--- config.mk ---
export PLATFORM = sky130hd
export DESIGN_NAME = controle_rodadas
export DESIGN_NICKNAME = d
export VERILOG_FILES = /design/src/rtl/controle_rodadas_pkg.sv /design/src/rtl/contador_timeout.sv /design/src/rtl/controle_rodadas.sv
export SDC_FILE = /design/constraint.sdc
export NUM_CORES = 1
export LEC_CHECK = 0
export CAP_MARGIN = 30
export CORE_ASPECT_RATIO = 1.25
export CORE_MARGIN = 8
export CORE_UTILIZATION = 53
export DETAILED_ROUTE_END_ITERATION = 8
export PLACE_DENSITY = 0.82
export SLEW_MARGIN = 20
export SYNTH_ARGS = -nofsm -noshare
export SYNTH_HDL_FRONTEND = slang
export SYNTH_SLANG_ARGS = --single-unit
--- constraint.sdc ---
create_clock -name clock -period 2 [get_ports clock]
set_input_delay 0.4 -clock clock [delete_from_list [all_inputs] [get_ports clock]]
set_output_delay 0.4 -clock clock [all_outputs]
set_load 0.03 [all_outputs]
--- src/rtl/controle_rodadas_pkg.sv ---
// controle_rodadas_pkg: state codes and default timeout for the round controller
package controle_rodadas_pkg;
  localparam int TIMEOUT_CICLOS_PADRAO = 5000;
  localparam logic [3:0] INICIAL         = 4'h0;
  localparam logic [3:0] PREPARACAO      = 4'h1;
  localparam logic [3:0] INICIA_RODADA   = 4'h2;
  localparam logic [3:0] ESPERA_JOGADA   = 4'h3;
  localparam logic [3:0] REGISTRA_JOGADA = 4'h4;
  localparam logic [3:0] COMPARA         = 4'h5;
  localparam logic [3:0] PROXIMA_JOGADA  = 4'h6;
  localparam logic [3:0] PROXIMA_RODADA  = 4'h7;
  localparam logic [3:0] FIM_ACERTO      = 4'hA;
  localparam logic [3:0] FIM_TIMEOUT     = 4'hD;
  localparam logic [3:0] FIM_ERRO        = 4'hE;
endpackage

--- src/rtl/contador_timeout.sv ---
// contador_timeout: saturating per-play counter, fim flags the last allowed cycle
module contador_timeout #(
  parameter int TIMEOUT_CICLOS = 5000
) (
  input  logic clock,
  input  logic reset,
  input  logic zera,
  input  logic conta,
  output logic fim
);
  localparam int W = $clog2(TIMEOUT_CICLOS + 1);
  logic [W-1:0] contagem;
  assign fim = contagem == W'(TIMEOUT_CICLOS - 1);
  always_ff @(posedge clock) begin
    if (!reset || zera) contagem <= '0;
    else if (conta && !fim) contagem <= contagem + W'(1);
  end
endmodule

--- src/rtl/controle_rodadas.sv ---
// controle_rodadas: round-by-round FSM sequencing the memory-game datapath
module controle_rodadas
  import controle_rodadas_pkg::*;
#(
  parameter int TIMEOUT_CICLOS = TIMEOUT_CICLOS_PADRAO
) (
  input  logic       clock,
  input  logic       reset,
  input  logic       iniciar,
  input  logic       tem_jogada,
  input  logic       igual,
  input  logic       fim_sequencia,
  input  logic       fim_jogo,
  output logic       zera_end,
  output logic       zera_lim,
  output logic       conta_end,
  output logic       conta_lim,
  output logic       registra,
  output logic       zera_reg,
  output logic       acertou,
  output logic       errou,
  output logic       pronto,
  output logic       timeout,
  output logic [3:0] db_estado
);
  logic [3:0] estado, proximo;
  logic       esperando, fim_tempo;
  assign esperando = estado == ESPERA_JOGADA;
  contador_timeout #(.TIMEOUT_CICLOS(TIMEOUT_CICLOS)) u_contador (
    .clock(clock),
    .reset(reset),
    .zera(!esperando),
    .conta(esperando),
    .fim(fim_tempo)
  );
  always_ff @(posedge clock) begin
    if (!reset) estado <= INICIAL;
    else estado <= proximo;
  end
  // a play arriving on the expiry edge wins over the timeout
  always_comb begin
    proximo = INICIAL;
    case (estado)
      INICIAL:         proximo = iniciar ? PREPARACAO : INICIAL;
      PREPARACAO:      proximo = INICIA_RODADA;
      INICIA_RODADA:   proximo = ESPERA_JOGADA;
      ESPERA_JOGADA:   proximo = tem_jogada ? REGISTRA_JOGADA : fim_tempo ? FIM_TIMEOUT : ESPERA_JOGADA;
      REGISTRA_JOGADA: proximo = COMPARA;
      COMPARA:         proximo = !igual ? FIM_ERRO : !fim_sequencia ? PROXIMA_JOGADA :
                                 fim_jogo ? FIM_ACERTO : PROXIMA_RODADA;
      PROXIMA_JOGADA:  proximo = ESPERA_JOGADA;
      PROXIMA_RODADA:  proximo = INICIA_RODADA;
      FIM_ACERTO, FIM_ERRO, FIM_TIMEOUT: proximo = iniciar ? PREPARACAO : estado;
      default:         proximo = INICIAL;
    endcase
  end
  assign zera_end  = estado == PREPARACAO || estado == INICIA_RODADA;
  assign zera_lim  = estado == PREPARACAO;
  assign zera_reg  = estado == PREPARACAO;
  assign conta_end = estado == PROXIMA_JOGADA;
  assign conta_lim = estado == PROXIMA_RODADA;
  assign registra  = estado == REGISTRA_JOGADA;
  assign acertou   = estado == FIM_ACERTO;
  assign errou     = estado == FIM_ERRO || estado == FIM_TIMEOUT;
  assign timeout   = estado == FIM_TIMEOUT;
  assign pronto    = acertou || errou;
  assign db_estado = estado;
endmodule
==> impl_metrics.tcl <==
set metrics [dict create \
    yosysSeqAreaShare_pct 33.92 \
    wl_per_cell_um 15.29 \
    layout_commonest_cell "dfxtp_1" \
    dp_hpwl_um 1897 \
    max_freq_mhz 526.2 \
    cts_setup_buffers 0 \
    mostFrequentLayoutCells "dfxtp_1, nor2_1, nand2_1" \
    synth_cell_types 38 \
    grt_pass1_wl_um 4043 \
    reg2reg_to "u_contador.contagem[8]" \
    startpoint_type "register" \
    period_needed_ps 1901 \
    die_w_um 54.92 \
    synth_area_per_cell_um2 8.362 \
    synth.ff_latch_count 17 \
    p_leak_nw 0.4680 \
    setup_viol 0 \
    grt_setup_unrepaired "no" \
    first_pass_iters 4 \
    diodes 0 \
    holdPathStages 2 \
    fp.dieArea_um2 3551 \
    fin_tns_setup_ps 0 \
    vias_per_cell 5.881 \
    io_buffers 20 \
    drive_gt1_share_pct 14.89 \
    synth.area.mux_share_pct 0.9975 \
    crit_chain "clkdlybuf4s50_1" \
    cts_buffers 3 \
    final_hold_viol_count 0 \
    gr-usage-all-layers_pct 14.69 \
    r2r_cells 5 \
    pwr_density_cell_nw_per_um2 535.2 \
    clk_pin_slew_ps 100 \
    crit_family "buffers and inverters" \
    synthCells 120 \
    critPathSlowestCell "clkdlybuf4s50_1" \
    clock_latency_ps 290 \
    crit_type "reg -> out" \
    initial_core_util_pct 56.16 \
    grt_pass1_vias 908 \
    syn_to_final_growth_pct 24.31 \
    gp_congestion 0.7985 \
    drt_iter0_drc 27 \
    ir_drop_v 0.0004902 \
    cp-end-kind "output pin" \
    critPathArrivalTime_ps 1500 \
    maxCapViolations 0 \
    yosysWarnings 0 \
    io-pin-count 21 \
    fin_cells 160 \
    r2r_start "db_estado[0]" \
    num_vias 941 \
    yosys.area_share.simple_pct 37.91 \
    cts_tree "done" \
    route.detailed.drc 0 \
    worstMarginPinSlew_ps 424.1 \
    slowest_delay_ps 720 \
    h-tree-depth 1 \
    post_dp_cell_area_um2 1217 \
    routed_wl_um 2446 \
    synth-xor-area-share_pct 6.110 \
    clock-sinks 17 \
    post-route-period-util_pct 95.03 \
    root_buffer "clkbuf_4" \
    ctsHoldBuffers 0 \
    min_to "u_contador.contagem[12]" \
    antenna_left 0 \
    worst-path-max-fanout 13 \
    maxSlewViolCount 0 \
    synth_top_family_by_area "simple AND/OR/NAND/NOR gates" \
    holdCritPathClass "reg -> reg" \
    clockBufferDepth 2 \
    synth_adder_area_share_pct 1.247 \
    finalInstanceArea_um2 1247 \
    syn_nets 128 \
    die_y_um 64.65 \
    clock_skew_ps 9.280 \
    antenna_found_initial 0 \
    status "finished clean" \
    relSlewSlack_pct 71.66 \
    overflow 0 \
    min-delay-start "u_contador.contagem[12]" \
    core_um2 1787 \
    final_nets 150 \
    synth-compound-area-share_pct 14.84 \
    cp_data_required_time_ps 1600 \
    rows 17 \
    grt_max_degree 14 \
    rrSetupSlack_ps 220 \
    path_buf_inv 1 \
    placedCellCount 156 \
    syn_area_um2 1003 \
]
-- power by group --
group / total, mW / internal, mW / switching (mW)
clock network: 0.182 / 0.0777 / 0.104
registers: 0.354 / 0.344 / 0.00977
logic: 0.132 / 0.0586 / 0.0734
-- worst max-delay path by stage --
stage	endpoint	cells past startpoint	startpoint	slack, ps
finish	db_estado[3]	1	db_estado[3]	100
global route	timeout	4	db_estado[0]	20
CTS	db_estado[1]	2	db_estado[1]	1
detailed placement	conta_lim	4	db_estado[3]	140
global placement	conta_lim	4	db_estado[3]	170
floorplan	acertou	3	db_estado[3]	30
-- tightest hold or removal path, delay by kind of cell, from the launching register on --
kind	cells	cell delay (ps)
AO/OA/AOI/OAI	2	130
flip-flops	1	330
-- cell usage after synthesis, drive strengths merged --
master / count / share of area [%]
nor2: 12 / 4.5
o211ai: 2 / 1.5
a211oi: 1 / 0.75
nand2: 11 / 4.1
and4bb: 1 / 1.2
nand4bb: 1 / 1.1
ha: 1 / 1.2
o21ai: 5 / 2.5
nor4b: 3 / 3.9
nand2b: 2 / 1.2
mux2i: 1 / 1.0
or3: 4 / 2.5
o31ai: 1 / 0.75
or2b: 2 / 1.5
and3: 2 / 1.2
a21oi: 9 / 4.5
and4: 3 / 2.9
xnor2: 2 / 1.7
o31a: 1 / 0.87
inv: 2 / 0.75
nor3: 5 / 2.5
nor3b: 1 / 0.75
nand4: 4 / 4.0
clkbuf: 1 / 0.37
a32o: 1 / 1.0
dfxtp: 17 / 34
a2111o: 1 / 1.1
buf: 6 / 3.9
a31oi: 3 / 1.9
nand3: 6 / 3.5
nand3b: 4 / 3.0
xor2: 5 / 4.4
-- metrics by stage --
step / setup slack (ps) / power, mW / hold WS [ps] / util (%)
CTS: 1.320 / 0.6675 / 496.6 / 69.33
finish: 99.44 / 0.6677 / 497.1 / 69.82
global route: 22.39 / 0.6921 / 513.0 / 69.82
floorplan: 29.50 / 0.4467 / 452.1 / -
detailed placement: 137.4 / 0.5005 / 483.9 / 68.14
global placement: 165.7 / 0.4980 / 470.5 / 68.14
-- cell type report --
cell class / count / area, um^2
Multi-Input combinational cell: 94 / 633.1
Fill cell: 163 / 539.3
Tap cell: 19 / 23.77
Inverter: 2 / 7.507
Sequential cell: 17 / 342.8
Timing Repair Buffer: 24 / 214.0
Clock buffer: 4 / 26.28
-- sequential cells by signal, summed over array words and instances (netlist names) --
signal / flops
db_estado: 4
u_contador.contagem: 13
-- cell families after synthesis --
group / count (synthesis)
xor+xnor: 7
buf+inv: 9
fa+ha+maj: 1
compound gates: 24
mux: 1
flops: 17
simple gates: 61
-- layer usage --
metal / part of all wire, % / up-vias / track usage (%)
met3: 6.2 / 5 / 2.740
met5: 0 / - / 0
met1: 38 / 436 / 15.26
li1: - / 484 / -
met4: 1.9 / 0 / 6.325
met2: 54 / 16 / 26.70
-- what timing repair did --
item | 4_1_cts | 5_1_grt
setup endpoints to repair | 6 | 3
resized for setup | 6 | 3
pin swaps | 0 | 0
No activity file was read; power rests on OpenSTA's default activity.
